### src/rtl/fpu_pkg.sv
// Shared definitions for the FPU operation sequencer.
// Opcodes, FSM state encoding, flag bit positions, opcode legality.
package fpu_pkg;

    localparam logic [2:0] OP_ADD  = 3'd1;
    localparam logic [2:0] OP_SUB  = 3'd2;
    localparam logic [2:0] OP_MUL  = 3'd3;
    localparam logic [2:0] OP_DIV  = 3'd4;
    localparam logic [2:0] OP_SQRT = 3'd5;

    typedef enum logic [1:0] {
        ST_IDLE  = 2'd0,
        ST_ISSUE = 2'd1,
        ST_WAIT  = 2'd2,
        ST_RESP  = 2'd3
    } state_t;

    localparam int FLG_EXC = 0;
    localparam int FLG_OVF = 1;
    localparam int FLG_UNF = 2;
    localparam int FLG_ILL = 3;
    localparam int FLG_TMO = 4;

    function automatic logic op_legal(input logic [2:0] op);
        logic ok;
        ok = 1'b0;
        case (op)
            OP_ADD, OP_SUB, OP_MUL,
            OP_DIV, OP_SQRT: ok = 1'b1;
            default:         ok = 1'b0;
        endcase
        return ok;
    endfunction

endpackage

### src/rtl/fpu_tmo_counter.sv
// Timeout guard for the WAIT state.
// tc fires on the enabled cycle whose increment would reach TMO_CYCLES.
module fpu_tmo_counter #(
    parameter int TMO_CYCLES = 255,
    parameter int TMO_W      = 16
) (
    input  logic clk,
    input  logic reset,
    input  logic clr,
    input  logic en,
    output logic tc
);

    localparam logic [TMO_W-1:0] LAST = TMO_W'(TMO_CYCLES - 1);

    logic [TMO_W-1:0] cnt;

    // Count WAIT cycles; cleared when an op is launched
    always_ff @(posedge clk) begin
        if (reset || clr) begin
            cnt <= '0;
        end else if (en) begin
            cnt <= cnt + TMO_W'(1);
        end
    end

    assign tc = en && (cnt == LAST);

endmodule

### src/rtl/fpu_op_sequencer.sv
// Issue/complete controller between register-file front end and FP units.
// One op in flight; launches with a start pulse and returns result + flags.
module fpu_op_sequencer
    import fpu_pkg::*;
#(
    parameter int WIDTH      = 64,
    parameter int TMO_CYCLES = 255,
    parameter int TMO_W      = 16
) (
    input  logic             clk,
    input  logic             reset,
    input  logic             in_valid,
    output logic             in_ready,
    input  logic [2:0]       in_op,
    input  logic [WIDTH-1:0] in_a,
    input  logic [WIDTH-1:0] in_b,
    output logic             unit_start,
    output logic [2:0]       unit_op,
    output logic [WIDTH-1:0] unit_a,
    output logic [WIDTH-1:0] unit_b,
    input  logic             unit_done,
    input  logic [WIDTH-1:0] unit_result,
    input  logic [2:0]       unit_flags,
    output logic             out_valid,
    input  logic             out_ready,
    output logic [WIDTH-1:0] out_result,
    output logic [4:0]       out_flags,
    output logic [4:0]       sticky_flags,
    input  logic             clr_sticky
);

    localparam logic [4:0] FLAGS_ILL = 5'(1 << FLG_ILL);
    localparam logic [4:0] FLAGS_TMO = 5'(1 << FLG_TMO);

    state_t state_q;
    state_t state_d;
    logic   cnt_clr;
    logic   cnt_en;
    logic   tmo_hit;
    logic   resp_hs;

    fpu_tmo_counter #(
        .TMO_CYCLES (TMO_CYCLES),
        .TMO_W      (TMO_W)
    ) u_tmo (
        .clk   (clk),
        .reset (reset),
        .clr   (cnt_clr),
        .en    (cnt_en),
        .tc    (tmo_hit)
    );

    assign resp_hs = out_valid && out_ready;

    // State register
    always_ff @(posedge clk) begin
        if (reset) begin
            state_q <= ST_IDLE;
        end else begin
            state_q <= state_d;
        end
    end

    // Next-state and handshake/launch strobes
    always_comb begin
        state_d    = state_q;
        in_ready   = 1'b0;
        unit_start = 1'b0;
        out_valid  = 1'b0;
        cnt_clr    = 1'b0;
        cnt_en     = 1'b0;
        unique case (state_q)
            ST_IDLE: begin
                in_ready = 1'b1;
                if (in_valid) begin
                    state_d = op_legal(in_op) ? ST_ISSUE : ST_RESP;
                end
            end
            ST_ISSUE: begin
                unit_start = 1'b1;
                cnt_clr    = 1'b1;
                state_d    = ST_WAIT;
            end
            ST_WAIT: begin
                if (unit_done) begin
                    state_d = ST_RESP;
                end else begin
                    cnt_en = 1'b1;
                    if (tmo_hit) begin
                        state_d = ST_RESP;
                    end
                end
            end
            ST_RESP: begin
                out_valid = 1'b1;
                if (out_ready) begin
                    state_d = ST_IDLE;
                end
            end
            default: state_d = ST_IDLE;
        endcase
    end

    // Operand capture and response latching; done beats a same-cycle timeout
    always_ff @(posedge clk) begin
        if (reset) begin
            unit_op    <= '0;
            unit_a     <= '0;
            unit_b     <= '0;
            out_result <= '0;
            out_flags  <= '0;
        end else begin
            if (state_q == ST_IDLE && in_valid) begin
                unit_op <= in_op;
                unit_a  <= in_a;
                unit_b  <= in_b;
                if (!op_legal(in_op)) begin
                    out_result <= '0;
                    out_flags  <= FLAGS_ILL;
                end
            end
            if (state_q == ST_WAIT) begin
                if (unit_done) begin
                    out_result <= unit_result;
                    out_flags  <= {2'b00, unit_flags};
                end else if (tmo_hit) begin
                    out_result <= '0;
                    out_flags  <= FLAGS_TMO;
                end
            end
        end
    end

    // Sticky status: new flags from a handshake survive a coincident clear
    always_ff @(posedge clk) begin
        if (reset) begin
            sticky_flags <= '0;
        end else begin
            sticky_flags <= (clr_sticky ? 5'b0 : sticky_flags)
                          | (resp_hs ? out_flags : 5'b0);
        end
    end

endmodule

### config.mk
export PLATFORM = sky130hd
export DESIGN_NAME = fpu_op_sequencer
export DESIGN_NICKNAME = d
export VERILOG_FILES = /design/src/rtl/fpu_pkg.sv /design/src/rtl/fpu_tmo_counter.sv /design/src/rtl/fpu_op_sequencer.sv
export SDC_FILE = /design/constraint.sdc
export NUM_CORES = 1
export LEC_CHECK = 0
export CAP_MARGIN = 20
export CORE_AREA = 2 2 160 162
export DETAILED_ROUTE_END_ITERATION = 8
export DIE_AREA = 0 0 162 164
export HOLD_SLACK_MARGIN = 0.06
export PLACE_DENSITY = 0.69
export SLEW_MARGIN = 40
export SYNTH_ARGS = -nofsm -noshare
export SYNTH_HDL_FRONTEND = slang
export SYNTH_HIERARCHICAL = 1
export SYNTH_SLANG_ARGS = --single-unit
### constraint.sdc
create_clock -name clk -period 2.6 [get_ports clk]
set_input_delay 0.52 -clock clk [delete_from_list [all_inputs] [get_ports clk]]
set_output_delay 0.52 -clock clk [all_outputs]
set_load 0.03 [all_outputs]
==> results of run 1 <==
==> cell type report <==
| class | instances | area, um2 |
|---|---|---|
| repair buffers | 429 | 4370 |
| fillers | 2300 | 11700 |
| well taps | 330 | 413 |
| clock buffers | 34 | 709 |
| inverters | 5 | 18.8 |
| flip-flops and latches | 223 | 4460 |
| clock inverters | 4 | 72.6 |
| multi-input cells | 564 | 3060 |
==> registers in the layout, summed over array words and instances (netlist names) <==
register and flops:
out_result 64, unit_a 64, unit_b 64, u_tmo/cnt 16, out_flags 5, sticky_flags 5
unit_op 3, state_q 2
==> worst register-to-register path, stage by stage (launching register included) <==
cell and delay [ps]:
dfxtp_1 320, inv_1 120, ha_1 280, nor2b_1 200, and4_1 210, nand4_1 110, nor4_2 220, o21a_1 230
nor2_4 80, buf_12 170, a32o_1 280
==> cells in the final DEF (no fill, tap or decap), types with 2 or more instances in the layout <==
cell and instances:
clkdlybuf4s50_1 409, nand2_1 266, dfxtp_1 223, a21oi_1 135
a32o_1 68, clkbuf_16 25, nor2_1 20, buf_12 10
buf_4 9, xor2_1 9, nand3_1 7, ha_1 7
nand4_1 6, inv_1 5, a32oi_1 5, clkbuf_8 5
clkbuf_1 4, and2_1 3, and4_1 3, xnor2_1 3
nor2_4 2, nand2b_1 2, a211oi_1 2, bufinv_16 2
o21ai_0 2, or3_1 2
==> cell families after synthesis <==
family / count (synthesis) / synth area share
XOR/XNOR: 12 / 0.0134
AND/OR/NAND/NOR: 327 / 0.173
AO/OA/AOI/OAI: 218 / 0.188
flip-flops: 223 / 0.570
adder cells (fa/ha/maj): 7 / 0.0112
buffers and inverters: 75 / 0.0436
==> worst paths after layout <==
path,startpoint,end,slack (ps),depth (start not counted)
hold / removal,unit_a[39],unit_a[39],450,2
setup / recovery,state_q[1],unit_start,240,3
setup reg to reg,state_q[0],out_result[17],260,10
hold reg to reg,unit_a[39],unit_a[39],450,2
==> stage by stage <==
stage               power [mW]  worst slack [ps]  hold WS, ps  utilization
CTS                       11.8              20.8          454        0.528
finish                    11.7               242          452        0.528
detailed placement        8.38             0.344          445        0.496
global route              12.3              11.6          469        0.528
global placement          8.34              50.8          441        0.496
floorplan                 6.58               127          459            -
==> per-layer routing <==
metal	part of all wire	GRT usage	up-vias
met5	0.00038	0	-
met4	0.030	0.0660	2
met3	0.078	0.0515	50
met2	0.49	0.302	261
met1	0.41	0.222	3494
li1	-	-	3726
==> power by group through the flow <==
stage | Combinational [mW] | Clock (mW) | Sequential, mW
3_5_place_dp | 4.14 | 0 | 4.24
3_3_place_gp | 4.12 | 0 | 4.22
6_report | 4.11 | 3.42 | 4.17
2_1_floorplan | 1.44 | 0 | 5.14
5_1_grt | 4.42 | 3.66 | 4.23
4_1_cts | 4.16 | 3.51 | 4.17
==> results.py, run 1 <==
metrics = {
    "run_status": {
        "status": "finished clean",
    },
    "timing": {
        "clock_skew_ps": 7.72,
        "finalMaxSlewViolations": 0,
        "worst_pin_slew_ps": 552,
        "hold_viol_final": 0,
        "timing.fmax_mhz": 424,
        "min_period_ps": 2360,
        "setup_viol": 0,
        "slew_headroom": 0.632,
        "fin_crit_sh": 0.907,
        "tns_ps": 0,
        "rsz0062_at_grt": "false",
    },
    "clocking": {
        "cts_buffers": 25,
        "cts_resized": 0,
        "cts_max_level": 1,
        "clkLatencyLatePin_ps": 510,
        "holdBufCountCts": 0,
        "cts_tree": "yes",
        "cts_setup_buffers": 0,
        "cts-root-buf": "clkbuf_16",
        "clock_path_buffers": 3,
        "clock_sinks": 223,
        "clk_pin_slew_ps": 60,
    },
    "critical_path": {
        "arrival_ps": 1840,
        "crit_path_max_incr_delay_ps": 700,
        "critPathLaunchType": "register",
        "crit_required_ps": 2080,
        "critPathSlowestCell": "clkdlybuf4s50_1",
        "crit_family": "buffers and inverters",
        "end_kind": "output port",
        "crit_chain": "inv_1 > ha_1 > clkdlybuf4s50_1",
        "path_max_fanout": 4,
        "critical_path_class": "register to output port",
        "crit_buf_inv": 2,
    },
    "synth": {
        "ys_ff_latch": 223,
        "synth-seq-area-share": 0.570,
        "syn_area_um2": 7830,
        "yosys-top-cells-count": "nand2_1 (267), dfxtp_1 (223), a21oi_1 (135)",
        "synth_nets": 1073,
        "synth.top_cell.area_share": 0.570,
        "syn_area_per_cell_um2": 9.08,
        "yosys.area.top_type": "dfxtp_1",
        "synth_warnings": 6,
        "async_flop_share": 0,
        "synth_top_flop_cell": "dfxtp_1",
        "synthTopCellsByArea": "dfxtp_1 (57%), nand2_1 (13%), a32o_1 (8.7%), a21oi_1 (8.6%), buf_2 (1.9%)",
        "synthDistinctLibCells": 44,
        "synth.most_common_cell": "nand2_1",
        "synth_enable_flop_cells": 0,
        "syn_inst": 862,
    },
    "power": {
        "leakagePower_nw": 4.72,
        "pwr_density_cell_nw_per_um2": 892,
        "clockPowerShare": 0.292,
        "power_frac_comb": 0.351,
        "switchingPower_mw": 4.05,
        "internal_power_mw": 7.64,
        "ir_drop_mv": 0.514,
        "switching_share": 0.346,
        "p_seq_frac": 0.356,
    },
    "drt": {
        "viasPerCell": 4.74,
        "vias": 7533,
        "wl_per_cell_um": 16.4,
        "wirelength_um": 26000,
        "drtPass1Iterations": 4,
        "ant_nets": 0,
        "drtIter0Drc": 507,
        "drc": 0,
    },
    "placed_design": {
        "dpl.hpwl_um": 18300,
        "dpl.cell_count": 1551,
        "dpl-instance-area_um2": 12300,
        "portBuffers": 411,
        "routabilityCongestion": 0.792,
    },
    "floorplanning": {
        "initial_core_util": 0.315,
        "fp.coreArea_um2": 24800,
        "die_w_um": 162,
        "io_pins": 412,
        "die_area_um2": 26600,
        "die_h_um": 164,
        "rows": 58,
    },
    "grt": {
        "grt_overflow": 0,
        "grt_start_max_net_pins": 96,
        "grt_pass1_vias": 7131,
        "grt_first_pass_wirelength_um": 38800,
        "antenna_found_initial": 1,
        "grt.total_usage": 0.181,
    },
    "cells_and_area": {
        "layout-drive-gt1-share": 0.0516,
        "stdcell_area_um2": 13100,
        "synthToLayoutAreaGrowth_pct": 67.4,
        "antenna_cells": 0,
        "layout.cells.non_filler": 1589,
        "layout.nets": 1459,
    },
    "job": {
        "cap_violations": 0,
    },
    "worst_hold_path": {
        "hp-class": "register to register",
    },
}
(Power assumes the default switching activity.)
==> inputs of run 2 (changes only) <==
--- a/config.mk
+++ b/config.mk
@@ -6,11 +6,11 @@
 export NUM_CORES = 1
 export LEC_CHECK = 0
 export CAP_MARGIN = 20
-export CORE_AREA = 2 2 160 162
+export CORE_AREA = 2 2 162 164
 export DETAILED_ROUTE_END_ITERATION = 8
-export DIE_AREA = 0 0 162 164
+export DIE_AREA = 0 0 164 166
 export HOLD_SLACK_MARGIN = 0.06
-export PLACE_DENSITY = 0.69
+export PLACE_DENSITY = 0.65
 export SLEW_MARGIN = 40
 export SYNTH_ARGS = -nofsm -noshare
 export SYNTH_HDL_FRONTEND = slang
==> constraint.sdc (replaced) <==
create_clock -name clk -period 2.85 [get_ports clk]
set_input_delay 0.57 -clock clk [delete_from_list [all_inputs] [get_ports clk]]
set_output_delay 0.57 -clock clk [all_outputs]
set_load 0.03 [all_outputs]
==> run 2 against run 1 <==
- core utilization is 1.5 points lower
- register-to-register slack better by 120 ps
- cell area is 0.32% higher
- worst hold slack hardly changed
- setup slack better by 54 ps
- sequential share of layout area is 0.11 points lower
- clock skew is 4.7 ps higher
- cell count is 0.57% higher
- critical endpoint is now out_valid
- largest cell class unchanged
- largest power group unchanged
==> results.py, run 2 (synthesis gave the netlist of run 1 again) <==
metrics = {
    "drt": {
        "vias": 7632,
        "drtPass1Iterations": 7,
        "wl_met2_um": 12500,
        "wirelength_um": 26000,
        "wl_met3_um": 2100,
        "ant_nets": 0,
        "drc": 0,
        "viasPerCell": 4.78,
        "top_layer_used": "met4",
        "wl_met1_um": 10500,
        "wl_per_cell_um": 16.3,
        "drtIter0Drc": 480,
    },
    "cells_and_area": {
        "seqCellArea_um2": 4460,
        "antenna_cells": 0,
        "final_cell_mix": "clkdlybuf4s50_1 (410), nand2_1 (266), dfxtp_1 (223), a21oi_1 (135), a32o_1 (68)",
        "synthToLayoutAreaGrowth_pct": 68.0,
        "fillCellCount": 2367,
        "final_common_cell": "clkdlybuf4s50_1",
        "layout-drive-gt1-share": 0.0538,
        "top_regs": "out_result x64, unit_a x64, unit_b x64",
        "multi_input_area_um2": 3050,
        "layout.nets": 1459,
    },
    "grt": {
        "grt_pass1_vias": 7115,
        "grt_overflow": 0,
        "grt.total_usage": 0.179,
        "antenna_found_initial": 0,
        "grt_start_max_net_pins": 99,
        "grt_first_pass_wirelength_um": 39300,
    },
    "critical_path": {
        "crit_chain": "ha_1 > clkdlybuf4s50_1",
        "reg2regPathDepth": 10,
        "crit_path_max_incr_delay_ps": 740,
        "crit_cells": 2,
        "critPathSlowestCell": "clkdlybuf4s50_1",
        "path_max_fanout": 7,
        "arrival_ps": 1980,
        "crit_buf_inv": 1,
        "crit_family": "buffers and inverters",
        "endpoint": "out_valid",
        "rrSetupSlack_ps": 380,
        "critPathLaunchType": "register",
        "reg2reg_to": "out_result[41]",
        "crit_required_ps": 2280,
        "worstReg2RegStart": "state_q[0]",
        "end_kind": "output port",
        "worstSetupStartpoint": "state_q[0]",
        "critical_path_class": "register to output port",
    },
    "placed_design": {
        "portBuffers": 411,
        "routabilityCongestion": 0.818,
        "dpl.hpwl_um": 18200,
        "dp_slack_ps": 173,
    },
    "power": {
        "total_power_mw": 10.8,
        "ir_drop_mv": 0.531,
        "leakagePower_nw": 4.74,
        "pwr_density_cell_nw_per_um2": 824,
    },
    "floorplanning": {
        "die_area_um2": 27200,
        "fp.coreArea_um2": 25600,
        "die_w_um": 164,
        "initial_core_util": 0.306,
        "die_h_um": 166,
        "io_pins": 412,
        "rows": 59,
    },
    "job": {
        "cap_violations": 0,
    },
    "timing": {
        "timing.hold.ws_ps": 451,
        "fin_ws_ps": 296,
        "fin_crit_sh": 0.896,
        "setup_viol": 0,
        "clock_skew_ps": 12.4,
        "rsz0062_at_grt": "false",
        "tns_ps": 0,
        "worst_pin_slew_ps": 573,
        "hold_viol_final": 0,
        "timing.fmax_mhz": 392,
        "min_period_ps": 2550,
        "slew_headroom": 0.618,
        "finalMaxSlewViolations": 0,
    },
    "worst_hold_path": {
        "hp-class": "register to register",
        "worstHoldStart": "unit_a[46]",
    },
    "clocking": {
        "cts_resized": 0,
        "clk_pin_slew_ps": 60,
        "cts_max_level": 1,
        "clkLatencyLatePin_ps": 510,
        "cts_tree": "yes",
        "holdBufCountCts": 0,
        "clock_sinks": 223,
        "cts-root-buf": "clkbuf_16",
        "clock_path_buffers": 3,
        "cts_buffers": 26,
        "cts_setup_buffers": 0,
    },
    "run_status": {
        "status": "finished clean",
    },
}
run 2: tightest hold or removal path: stages (launching register included):
cell and delay, ps:
dfxtp_1 310, nand2_1 50, a21oi_1 50
run 2: worst min path at each step:
| stage | endpoint | slack (ps) | cells after the start |
|---|---|---|---|
| after detailed placement | unit_b[32] | 450 | 2 |
| after global placement | unit_a[41] | 440 | 2 |
| after floorplan | u_tmo/cnt[15] | 460 | 2 |
| final | unit_a[46] | 450 | 2 |
| after CTS | unit_b[32] | 450 | 2 |
| after global routing | unit_a[21] | 470 | 2 |
run 2: stage by stage:
| stage | std cells | instance area (um2) | utilization |
|---|---|---|---|
| floorplan | 862 | 7830 | - |
| global placement | 1555 | 12300 | 0.481 |
| detailed placement | 1555 | 12300 | 0.481 |
| CTS | 1598 | 13200 | 0.513 |
| global route | 1598 | 13200 | 0.513 |
| finish | 1598 | 13200 | 0.513 |
run 2: power breakdown:
group / internal (mW) / switching, mW / leakage, nW
sequential: 3.57 / 0.227 / 1.82
clock: 1.96 / 1.27 / 0.416
combinational: 1.54 / 2.26 / 2.51
run 2: layout make-up:
class / instances / area share
Sequential cell: 223 / 0.339
Timing Repair Buffer: 428 / 0.332
Multi-Input combinational cell: 564 / 0.232
Tap cell: 335 / 0.0319
Inverter: 5 / 0.00143
Clock buffer: 37 / 0.0588
Clock inverter: 6 / 0.00466
run 2: routing by layer:
metal	global-route usage	vias to the layer above
met5	0	-
met4	0.0690	0
met3	0.0539	51
met2	0.299	259
met1	0.216	3589
li1	-	3733
